$ cat src/rtl/multicycle_main_fsm_pkg.sv
// Shared encodings for the multi-cycle main control FSM: opcodes, state
// codes and datapath mux-select values.
package multicycle_main_fsm_pkg;

  // RV32I opcodes handled by the core
  localparam logic [6:0] OP_LW  = 7'b0000011;
  localparam logic [6:0] OP_SW  = 7'b0100011;
  localparam logic [6:0] OP_R   = 7'b0110011;
  localparam logic [6:0] OP_I   = 7'b0010011;
  localparam logic [6:0] OP_BEQ = 7'b1100011;
  localparam logic [6:0] OP_JAL = 7'b1101111;

  // FSM state encoding
  typedef logic [3:0] state_t;
  localparam state_t S_FETCH    = 4'd0;
  localparam state_t S_DECODE   = 4'd1;
  localparam state_t S_MEMADR   = 4'd2;
  localparam state_t S_MEMREAD  = 4'd3;
  localparam state_t S_MEMWB    = 4'd4;
  localparam state_t S_MEMWRITE = 4'd5;
  localparam state_t S_EXECR    = 4'd6;
  localparam state_t S_EXECI    = 4'd7;
  localparam state_t S_ALUWB    = 4'd8;
  localparam state_t S_JAL      = 4'd9;
  localparam state_t S_BEQ      = 4'd10;
  localparam state_t S_TRAP     = 4'd11;

  // Result mux
  localparam logic [1:0] RES_ALUOUT = 2'b00;
  localparam logic [1:0] RES_RDATA  = 2'b01;
  localparam logic [1:0] RES_ALURES = 2'b10;

  // ALU A mux
  localparam logic [1:0] SRCA_PC    = 2'b00;
  localparam logic [1:0] SRCA_OLDPC = 2'b01;
  localparam logic [1:0] SRCA_RS1   = 2'b10;

  // ALU B mux
  localparam logic [1:0] SRCB_RS2  = 2'b00;
  localparam logic [1:0] SRCB_IMM  = 2'b01;
  localparam logic [1:0] SRCB_FOUR = 2'b10;

  // ALU operation class
  localparam logic [1:0] ALUOP_ADD   = 2'b00;
  localparam logic [1:0] ALUOP_SUB   = 2'b01;
  localparam logic [1:0] ALUOP_FUNCT = 2'b10;

  // Immediate formats
  localparam logic [1:0] IMM_I = 2'b00;
  localparam logic [1:0] IMM_S = 2'b01;
  localparam logic [1:0] IMM_B = 2'b10;
  localparam logic [1:0] IMM_J = 2'b11;

  // Trap causes
  localparam logic [1:0] CAUSE_NONE    = 2'b00;
  localparam logic [1:0] CAUSE_ILLEGAL = 2'b01;
  localparam logic [1:0] CAUSE_TIMEOUT = 2'b10;

endpackage

$ cat src/rtl/multicycle_main_fsm_instr_type_decoder.sv
// Combinational opcode classifier: immediate format and legality.
// Kept separate so the pipelined core can reuse it in its decode stage.
module instr_type_decoder
  import multicycle_main_fsm_pkg::*;
(
  input  logic [6:0] opcode_i,
  output logic [1:0] imm_src_o,
  output logic       legal_o
);

  // Map opcode to immediate format and flag the opcodes the core supports
  always_comb begin
    imm_src_o = IMM_I;
    legal_o   = 1'b1;
    case (opcode_i)
      OP_LW:   imm_src_o = IMM_I;
      OP_I:    imm_src_o = IMM_I;
      OP_R:    imm_src_o = IMM_I;
      OP_SW:   imm_src_o = IMM_S;
      OP_BEQ:  imm_src_o = IMM_B;
      OP_JAL:  imm_src_o = IMM_J;
      default: begin
        imm_src_o = IMM_I;
        legal_o   = 1'b0;
      end
    endcase
  end

endmodule

$ cat src/rtl/multicycle_main_fsm.sv
// Main control FSM of the multi-cycle core. Sequences each instruction,
// drives datapath selects/enables, and owns the memory-wait timeout,
// illegal-opcode trap and retired-instruction counter.
module multicycle_main_fsm
  import multicycle_main_fsm_pkg::*;
#(
  parameter int TIMEOUT    = 16,
  parameter int CNT_WIDTH  = 32,
  parameter int WAIT_WIDTH = 8
) (
  input  logic                 clk,
  input  logic                 reset,
  input  logic [6:0]           opcode,
  input  logic                 memReady,
  input  logic                 zero,
  output logic                 pcWrite,
  output logic                 IRWrite,
  output logic                 adrSrc,
  output logic                 memWrite,
  output logic                 regWrite,
  output logic [1:0]           resultSrc,
  output logic [1:0]           ALUSrcA,
  output logic [1:0]           ALUSrcB,
  output logic [1:0]           immSrc,
  output logic [1:0]           ALUOpcode,
  output logic                 trap,
  output logic [1:0]           trapCause,
  output logic [CNT_WIDTH-1:0] instret
);

  localparam bit TIMEOUT_EN = (TIMEOUT != 32'sd0);
  localparam logic [WAIT_WIDTH-1:0] TIMEOUT_LAST = WAIT_WIDTH'(TIMEOUT - 32'sd1);

  state_t                state_q, state_d;
  logic [1:0]            cause_q, cause_d;
  logic [WAIT_WIDTH-1:0] wait_cnt_q, wait_cnt_d;
  logic [CNT_WIDTH-1:0]  instret_q, instret_d;
  logic                  legal_s;
  logic                  waiting_s;
  logic                  timeout_s;
  logic                  retire_s;

  instr_type_decoder u_decoder (
    .opcode_i  (opcode),
    .imm_src_o (immSrc),
    .legal_o   (legal_s)
  );

  // Detect a stalled memory access and the cycle on which it times out
  always_comb begin
    waiting_s = 1'b0;
    timeout_s = 1'b0;
    case (state_q)
      S_FETCH, S_MEMREAD, S_MEMWRITE: waiting_s = ~memReady;
      default:                        waiting_s = 1'b0;
    endcase
    if (TIMEOUT_EN && waiting_s && (wait_cnt_q == TIMEOUT_LAST)) begin
      timeout_s = 1'b1;
    end else begin
      timeout_s = 1'b0;
    end
  end

  // Next-state and trap-cause selection
  always_comb begin
    state_d = state_q;
    cause_d = cause_q;
    case (state_q)
      S_FETCH: begin
        if (timeout_s) begin
          state_d = S_TRAP;
          cause_d = CAUSE_TIMEOUT;
        end else if (memReady) begin
          state_d = S_DECODE;
        end else begin
          state_d = S_FETCH;
        end
      end
      S_DECODE: begin
        if (!legal_s) begin
          state_d = S_TRAP;
          cause_d = CAUSE_ILLEGAL;
        end else begin
          case (opcode)
            OP_LW, OP_SW: state_d = S_MEMADR;
            OP_R:         state_d = S_EXECR;
            OP_I:         state_d = S_EXECI;
            OP_JAL:       state_d = S_JAL;
            OP_BEQ:       state_d = S_BEQ;
            default: begin
              state_d = S_TRAP;
              cause_d = CAUSE_ILLEGAL;
            end
          endcase
        end
      end
      S_MEMADR: begin
        if (opcode == OP_SW) begin
          state_d = S_MEMWRITE;
        end else begin
          state_d = S_MEMREAD;
        end
      end
      S_MEMREAD: begin
        if (timeout_s) begin
          state_d = S_TRAP;
          cause_d = CAUSE_TIMEOUT;
        end else if (memReady) begin
          state_d = S_MEMWB;
        end else begin
          state_d = S_MEMREAD;
        end
      end
      S_MEMWRITE: begin
        if (timeout_s) begin
          state_d = S_TRAP;
          cause_d = CAUSE_TIMEOUT;
        end else if (memReady) begin
          state_d = S_FETCH;
        end else begin
          state_d = S_MEMWRITE;
        end
      end
      S_MEMWB:  state_d = S_FETCH;
      S_EXECR:  state_d = S_ALUWB;
      S_EXECI:  state_d = S_ALUWB;
      S_ALUWB:  state_d = S_FETCH;
      S_JAL:    state_d = S_ALUWB;
      S_BEQ:    state_d = S_FETCH;
      S_TRAP:   state_d = S_TRAP;
      default:  state_d = S_FETCH;
    endcase
  end

  // Wait counter and retire counter next values
  always_comb begin
    wait_cnt_d = {WAIT_WIDTH{1'b0}};
    retire_s   = 1'b0;
    if ((state_d != state_q) || memReady) begin
      wait_cnt_d = {WAIT_WIDTH{1'b0}};
    end else if (waiting_s) begin
      wait_cnt_d = wait_cnt_q + {{(WAIT_WIDTH-1){1'b0}}, 1'b1};
    end else begin
      wait_cnt_d = {WAIT_WIDTH{1'b0}};
    end
    case (state_q)
      S_MEMWB, S_ALUWB, S_BEQ, S_MEMWRITE: retire_s = (state_d == S_FETCH);
      default:                             retire_s = 1'b0;
    endcase
    instret_d = instret_q + {{(CNT_WIDTH-1){1'b0}}, retire_s};
  end

  // State, cause and counter registers with synchronous reset
  always_ff @(posedge clk) begin
    if (reset) begin
      state_q    <= S_FETCH;
      cause_q    <= CAUSE_NONE;
      wait_cnt_q <= {WAIT_WIDTH{1'b0}};
      instret_q  <= {CNT_WIDTH{1'b0}};
    end else begin
      state_q    <= state_d;
      cause_q    <= cause_d;
      wait_cnt_q <= wait_cnt_d;
      instret_q  <= instret_d;
    end
  end

  // Datapath controls decoded from the current state
  always_comb begin
    pcWrite   = 1'b0;
    IRWrite   = 1'b0;
    adrSrc    = 1'b0;
    memWrite  = 1'b0;
    regWrite  = 1'b0;
    resultSrc = RES_ALUOUT;
    ALUSrcA   = SRCA_PC;
    ALUSrcB   = SRCB_RS2;
    ALUOpcode = ALUOP_ADD;
    case (state_q)
      S_FETCH: begin
        ALUSrcB   = SRCB_FOUR;
        resultSrc = RES_ALURES;
        IRWrite   = memReady;
        pcWrite   = memReady;
      end
      S_DECODE: begin
        ALUSrcA = SRCA_OLDPC;
        ALUSrcB = SRCB_IMM;
      end
      S_MEMADR: begin
        ALUSrcA = SRCA_RS1;
        ALUSrcB = SRCB_IMM;
      end
      S_MEMREAD: adrSrc = 1'b1;
      S_MEMWB: begin
        regWrite  = 1'b1;
        resultSrc = RES_RDATA;
      end
      S_MEMWRITE: begin
        adrSrc   = 1'b1;
        memWrite = 1'b1;
      end
      S_EXECR: begin
        ALUSrcA   = SRCA_RS1;
        ALUSrcB   = SRCB_RS2;
        ALUOpcode = ALUOP_FUNCT;
      end
      S_EXECI: begin
        ALUSrcA   = SRCA_RS1;
        ALUSrcB   = SRCB_IMM;
        ALUOpcode = ALUOP_FUNCT;
      end
      S_ALUWB: regWrite = 1'b1;
      S_JAL: begin
        ALUSrcA = SRCA_OLDPC;
        ALUSrcB = SRCB_FOUR;
        pcWrite = 1'b1;
      end
      S_BEQ: begin
        ALUSrcA   = SRCA_RS1;
        ALUSrcB   = SRCB_RS2;
        ALUOpcode = ALUOP_SUB;
        pcWrite   = zero;
      end
      default: pcWrite = 1'b0;
    endcase
  end

  assign trap      = (state_q == S_TRAP);
  assign trapCause = cause_q;
  assign instret   = instret_q;

endmodule

$ cat config.mk
export PLATFORM = sky130hd
export DESIGN_NAME = multicycle_main_fsm
export DESIGN_NICKNAME = d
export VERILOG_FILES = /design/src/rtl/multicycle_main_fsm_pkg.sv /design/src/rtl/multicycle_main_fsm_instr_type_decoder.sv /design/src/rtl/multicycle_main_fsm.sv
export SDC_FILE = /design/constraint.sdc
export NUM_CORES = 1
export LEC_CHECK = 0
export CAP_MARGIN = 20
export CORE_UTILIZATION = 50
export DETAILED_ROUTE_END_ITERATION = 8
export GPL_ROUTABILITY_DRIVEN = 0
export PLACE_DENSITY = 0.81
export SYNTH_ARGS = -nofsm -noshare
export SYNTH_HDL_FRONTEND = slang
export SYNTH_SLANG_ARGS = --single-unit
$ cat constraint.sdc
create_clock -name clk -period 3.4 [get_ports clk]
set_input_delay 0.68 -clock clk [delete_from_list [all_inputs] [get_ports clk]]
set_output_delay 0.68 -clock clk [all_outputs]
set_load 0.02 [all_outputs]
After elaboration in Yosys (flattened, before gate mapping) --
Cells that the tools add are included.
Storage, ports and cells: bits in registers 46, logic and storage cells 76, input port bits 11, output and inout port bits 50
Operators by class: equal/unequal tests 21, reduce and logical (&&, ||, !) cells 19, add/subtract/negate cells 2, bitwise logic cells 2, multiplexer cells 28
Operators with widths (number):
- $add 32x1->32 | 1
- $pmux 4 s7 | 1
- $pmux 2 s2 | 5
- $pmux 4 s5 | 1
- $eq 4x3->1 const B | 4
- $eq 4x4->1 const B | 4
- $mux 4 | 4
- $eq 7x6->1 const B | 2
- $eq 7x7->1 const B | 2
- $reduce_or 2->1 | 6
- $reduce_or 3->1 | 4
- $mux 1 | 9
- $mux 3 | 3
- $add 8x1->8 const B | 1
- $eq 4x2->1 const B | 2
- $eq 8x4->1 const B | 1
- $logic_not 4->1 | 2
- $reduce_or 4->1 | 2
- $eq 7x2->1 const B | 1
- $eq 7x5->1 const B | 1
- $mux 2 | 3
- $pmux 2 s3 | 1
- $reduce_or 6->1 | 1
- $eq 4x1->1 const B | 1
- other kinds (9) | 10

Depth between registers and ports, before layout --
word-level depth 10, mapped depth 13, mapped depth without buffers 11

By module --
From an unflattened synthesis, not the netlist that was laid out.
Second synthesis, totals: cells, all modules 302, area, all modules 2522.4 um2
By module, submodules not included:
- multicycle_main_fsm | cells each 290, times used 1, area an instance 2449.8 um2
- instr_type_decoder | cells each 12, times used 1, area an instance 72.6 um2

Worst setup path after synthesis --
OpenSTA, ideal clock, no wires.
path type input port to flip-flop, start point in opcode[6], end point reg instret_q[26] (netlist: instret[26]), stages 11, arrival 2982 ps, slack 348 ps, buffers on the path 2, setup time 70 ps, cells stage by stage clkbuf_1 -> nor3_1 -> a32oi_1 -> and4_1 -> ha_1 -> ha_1 -> clkbuf_1 -> nand3_1 -> or4_1 -> or3_2 -> a21oi_1
Between the ends: cells in the longest elaborated chain, start to end 8, elaborated cells between the ends (all ways) 16
Ends and longest elaborated chain:
- start, declared | RTL line multicycle_main_fsm.sv:13 | input logic [6:0] opcode,
- $eq 7x6->1 (tied with other cells) | RTL line multicycle_main_fsm_instr_type_decoder.sv:15, multicycle_main_fsm.sv:84, multicycle_main_fsm.sv:98
- $reduce_or 2->1 / $reduce_or 6->1 (equally long branches)
- $pmux 4 s5 / $mux 1 (equally long branches) | RTL line multicycle_main_fsm.sv:84, multicycle_main_fsm_instr_type_decoder.sv:15
- $mux 4 | RTL line multicycle_main_fsm.sv:80 | if (!legal_s) begin
- $pmux 4 s7 (*) | RTL line multicycle_main_fsm.sv:68 | case (state_q)
- $logic_not 4->1 (*) | RTL line multicycle_main_fsm.sv:147 | S_MEMWB, S_ALUWB, S_BEQ, S_MEMWRITE: retire_s = (state_d == S_FETCH);
- $mux 1 (*) | RTL line multicycle_main_fsm.sv:146 | case (state_q)
- $add 32x1->32 (*) | RTL line multicycle_main_fsm.sv:150 | instret_d = instret_q + {{(CNT_WIDTH-1){1'b0}}, retire_s};
- end signal, assigned | RTL line multicycle_main_fsm.sv:159 | instret_q <= {CNT_WIDTH{1'b0}};
- end signal, assigned | RTL line multicycle_main_fsm.sv:164 | instret_q <= instret_d;
- end, declared | RTL line multicycle_main_fsm.sv:37 | logic [CNT_WIDTH-1:0] instret_q, instret_d;
Every way passes the cells marked *; elsewhere a longest branch is shown, timed or not. A chain may end at the register's enable or synchronous reset.

Worst setup path in the final report --
start point in memReady, end point out pcWrite
Between the ends: cells in the longest elaborated chain, start to end 1
Ends and longest elaborated chain:
- start, declared | RTL line multicycle_main_fsm.sv:14 | input logic memReady,
- $pmux 1 s3 | RTL line multicycle_main_fsm.sv:179 | case (state_q)
- end, declared | RTL line multicycle_main_fsm.sv:16 | output logic pcWrite,
No other way between the ends.

==> impl_metrics.toml <==
[outcome]
status = "finished, final reports clean"

[floorplanning]
die_x_um = 72.9
io_pins = 61
start_util_pct = 52.4
core_um2 = 4790
die_y_um = 72.9
row_count = 25
dieArea_um2 = 5310

[global_route]
overflow = 0
grt_max_degree = 37
grt_use_total_pct = 24.2
antenna_found_initial = 0
grt_pass1_wl_mm = 10.1
grt_pass1_vias = 2221

[worst_setup_path]
end_kind = "output pin"
start_kind = "input pin"
critPathSlowestCell = "clkdlybuf4s50_1"
criticalPathCategory = "in -> out"
cp_num_buf_inv = 2
cpPeakStageDelay_ns = 0.64
critPathRequiredTime_ns = 2.72
crit_chain = "clkdlybuf4s50_1 > nor2b_1 > a211oi_1 > a211oi_1 > clkdlybuf4s50_1"
cp_max_fo = 7
critical-path-top-delay-family = "buffers and inverters"
worstPathArrival_ns = 2.52

[drt]
wirelength_mm = 6.37
avgRoutedWirePerCell_um = 14.5
antenna_left = 0
first_pass_iters = 4
vias_per_cell = 5.99
initialDrtViolationCount = 117
vias = 2628
drc = 0

[cells_and_area]
fin_nets = 385
antenna_cells = 0
fin_area_um2 = 3330
register_area_um2 = 922
multi_input_area_um2 = 1480
fill_cells = 411
area_growth_pct = 32.8
drive_gt1_share_pct = 8.60
postLayoutCoreUtil_pct = 69.6

[sta]
max_freq_mhz = 313
rsz0062_at_grt = "false"
hold_violations = 0
finalSetupViolations = 0
worst_hold_slack_ns = 0.476
min_period_ns = 3.20
min_period_over_period_pct = 94.0
slew_violations = 0
fin_ws_ns = 0.205
relSlewSlack_pct = 53.6
finClkSkew_ns = 0.0106
max_slew.worst_pin.slew_ns = 0.696

[clock_network]
cts-htree-levels = 2
ctsResizeCount = 0
clkLatencyLatePin_ns = 0.30
cts_setup_buffers = 0
clockBufferDepth = 2
cts_tree = "built"
ctsHoldBuffers = 0
root_buffer = "clkbuf_8"
clk_pin_slew_ns = 0.08
cts.sinks = 46
cts_made_buffers = 5

[yosys]
yosysWarnings = 0
synth.top_cell.area_share_pct = 36.7
syn_area_um2 = 2510
yosys-top-cells-area = "dfxtp_1, a21oi_1, xor2_1, or4_1, nor2_1"
synth_cell_types = 50
synth_enable_flop_cells = 0
avgSynthCellArea_um2 = 8.12
postSynth.asyncResetShare_pct = 0
ys.flop_type = "dfxtp_1"
synth_seq_cells = 46
syn_nets = 323
ys_seq_area_share_pct = 36.7
synth_top_area_cell = "dfxtp_1"
syn_inst = 309

[job]
maxCapViolCount = 0

[pwr]
powerDensity_nw_per_um2 = 379
vdd.ir_drop.worst_mv = 0.308
power_w = 0.00126
p_leak_nw = 1.14

[placed_design]
pre_cts_ws_ns = -0.00828
port_buffers = 60
placed_area_um2 = 3220
dp_hpwl_mm = 4.49

[min_path]
hold_path_class = "reg -> reg"
[synthesized netlist by cell type, types with 3 or more instances]
master,count
nor4_1,5
and2_1,4
inv_1,6
or3_1,4
nand3_1,17
o31ai_1,12
o2111ai_1,3
and4_1,5
a211oi_1,6
or4_1,14
nor2_1,24
nand4_1,12
nand2_1,17
a21oi_1,27
clkbuf_1,18
nand2b_1,5
nor2b_1,6
o21ai_0,7
and3_1,9
xnor2_1,5
xor2_1,14
dfxtp_1,46
or3_2,3
ha_1,3
nor3_1,11
[worst reg2reg max path: cells and delay by family, from the launching register on]
family                     cells  cell delay [ns]
and+or+nand+nor                4             1.22
AOI/OAI and AO/OA              3             0.55
xor gates and xnor gates       1             0.22
DFF                            1             0.66
adders and majority gates      2             0.40
[worst paths after layout]
check | cells past startpoint | slack, ns | end | from
max | 5 | 0.20 | pcWrite | memReady
min | 1 | 0.48 | wait_cnt_q[0] | wait_cnt_q[0]
max reg2reg | 10 | 0.30 | instret[26] | state_q[1]
min reg2reg | 1 | 0.48 | wait_cnt_q[0] | wait_cnt_q[0]
[per-stage QoR]
step	std cells	setup TNS [ns]
6_report	439	0
3_3_place_gp	431	0
2_1_floorplan	309	0
5_1_grt	439	0
4_1_cts	439	0
3_5_place_dp	431	-0.00828
[power by group]
group	switching [W]	leakage, nW	internal, W	total [W]
Sequential	0.0000324	0.372	0.000552	0.000584
Combinational	0.000148	0.713	0.000129	0.000276
Clock	0.000185	0.0579	0.000217	0.000402
Total	0.000365	1.14	0.000897	0.00126
[metal layers]
metal	part of all wire [%]	wire length, um	track usage, %
met1	46	2900	31.1
met5	0	0	0
met3	5.3	338	4.97
met4	1.9	120	8.50
met2	47	3010	40.4
[cells by family after synthesis]
| kind of cell | count (synthesis) | synth area share [%] |
|---|---|---|
| xor+xnor | 19 | 6.63 |
| flops | 46 | 36.7 |
| buf+inv | 27 | 4.39 |
| simple gates | 144 | 32.7 |
| fa+ha+maj | 3 | 1.50 |
| compound gates | 70 | 18.1 |
[flip-flops by register name, summed over array words and instances, names as in the netlist]
name,cells
instret,32
wait_cnt_q,8
state_q,4
trapCause,2
[area by class of cell]
class / count / area share, %
clock buffers: 5 / 2.06
repair buffers: 75 / 21.4
well taps: 67 / 2.52
inverters: 7 / 0.788
multi-input cells: 236 / 44.4
clock inverters: 3 / 1.20
flip-flops and latches: 46 / 27.7
[placed cells by master (no fill, tap or decap), types with 2 or more instances in the layout]
cell and n:
xor2_1 14, clkdlybuf4s50_1 60, o2111ai_1 3, or3_1 4
and4_1 5, or3_2 3, and3_1 9, a211oi_1 6
a21oi_1 27, nor2b_1 6, nor4_1 5, or4_1 14
inv_1 6, nor3_1 11, clkbuf_8 5, o21ai_0 7
nand2_1 17, nor2_1 24, and2_1 4, nand2b_1 5
buf_4 15, xnor2_1 5, ha_1 3, clkinv_2 2
nand3_1 17, nand4_1 12, o31ai_1 12, dfxtp_1 45
o22ai_1 2
No activity file was read; power rests on OpenSTA's default activity.
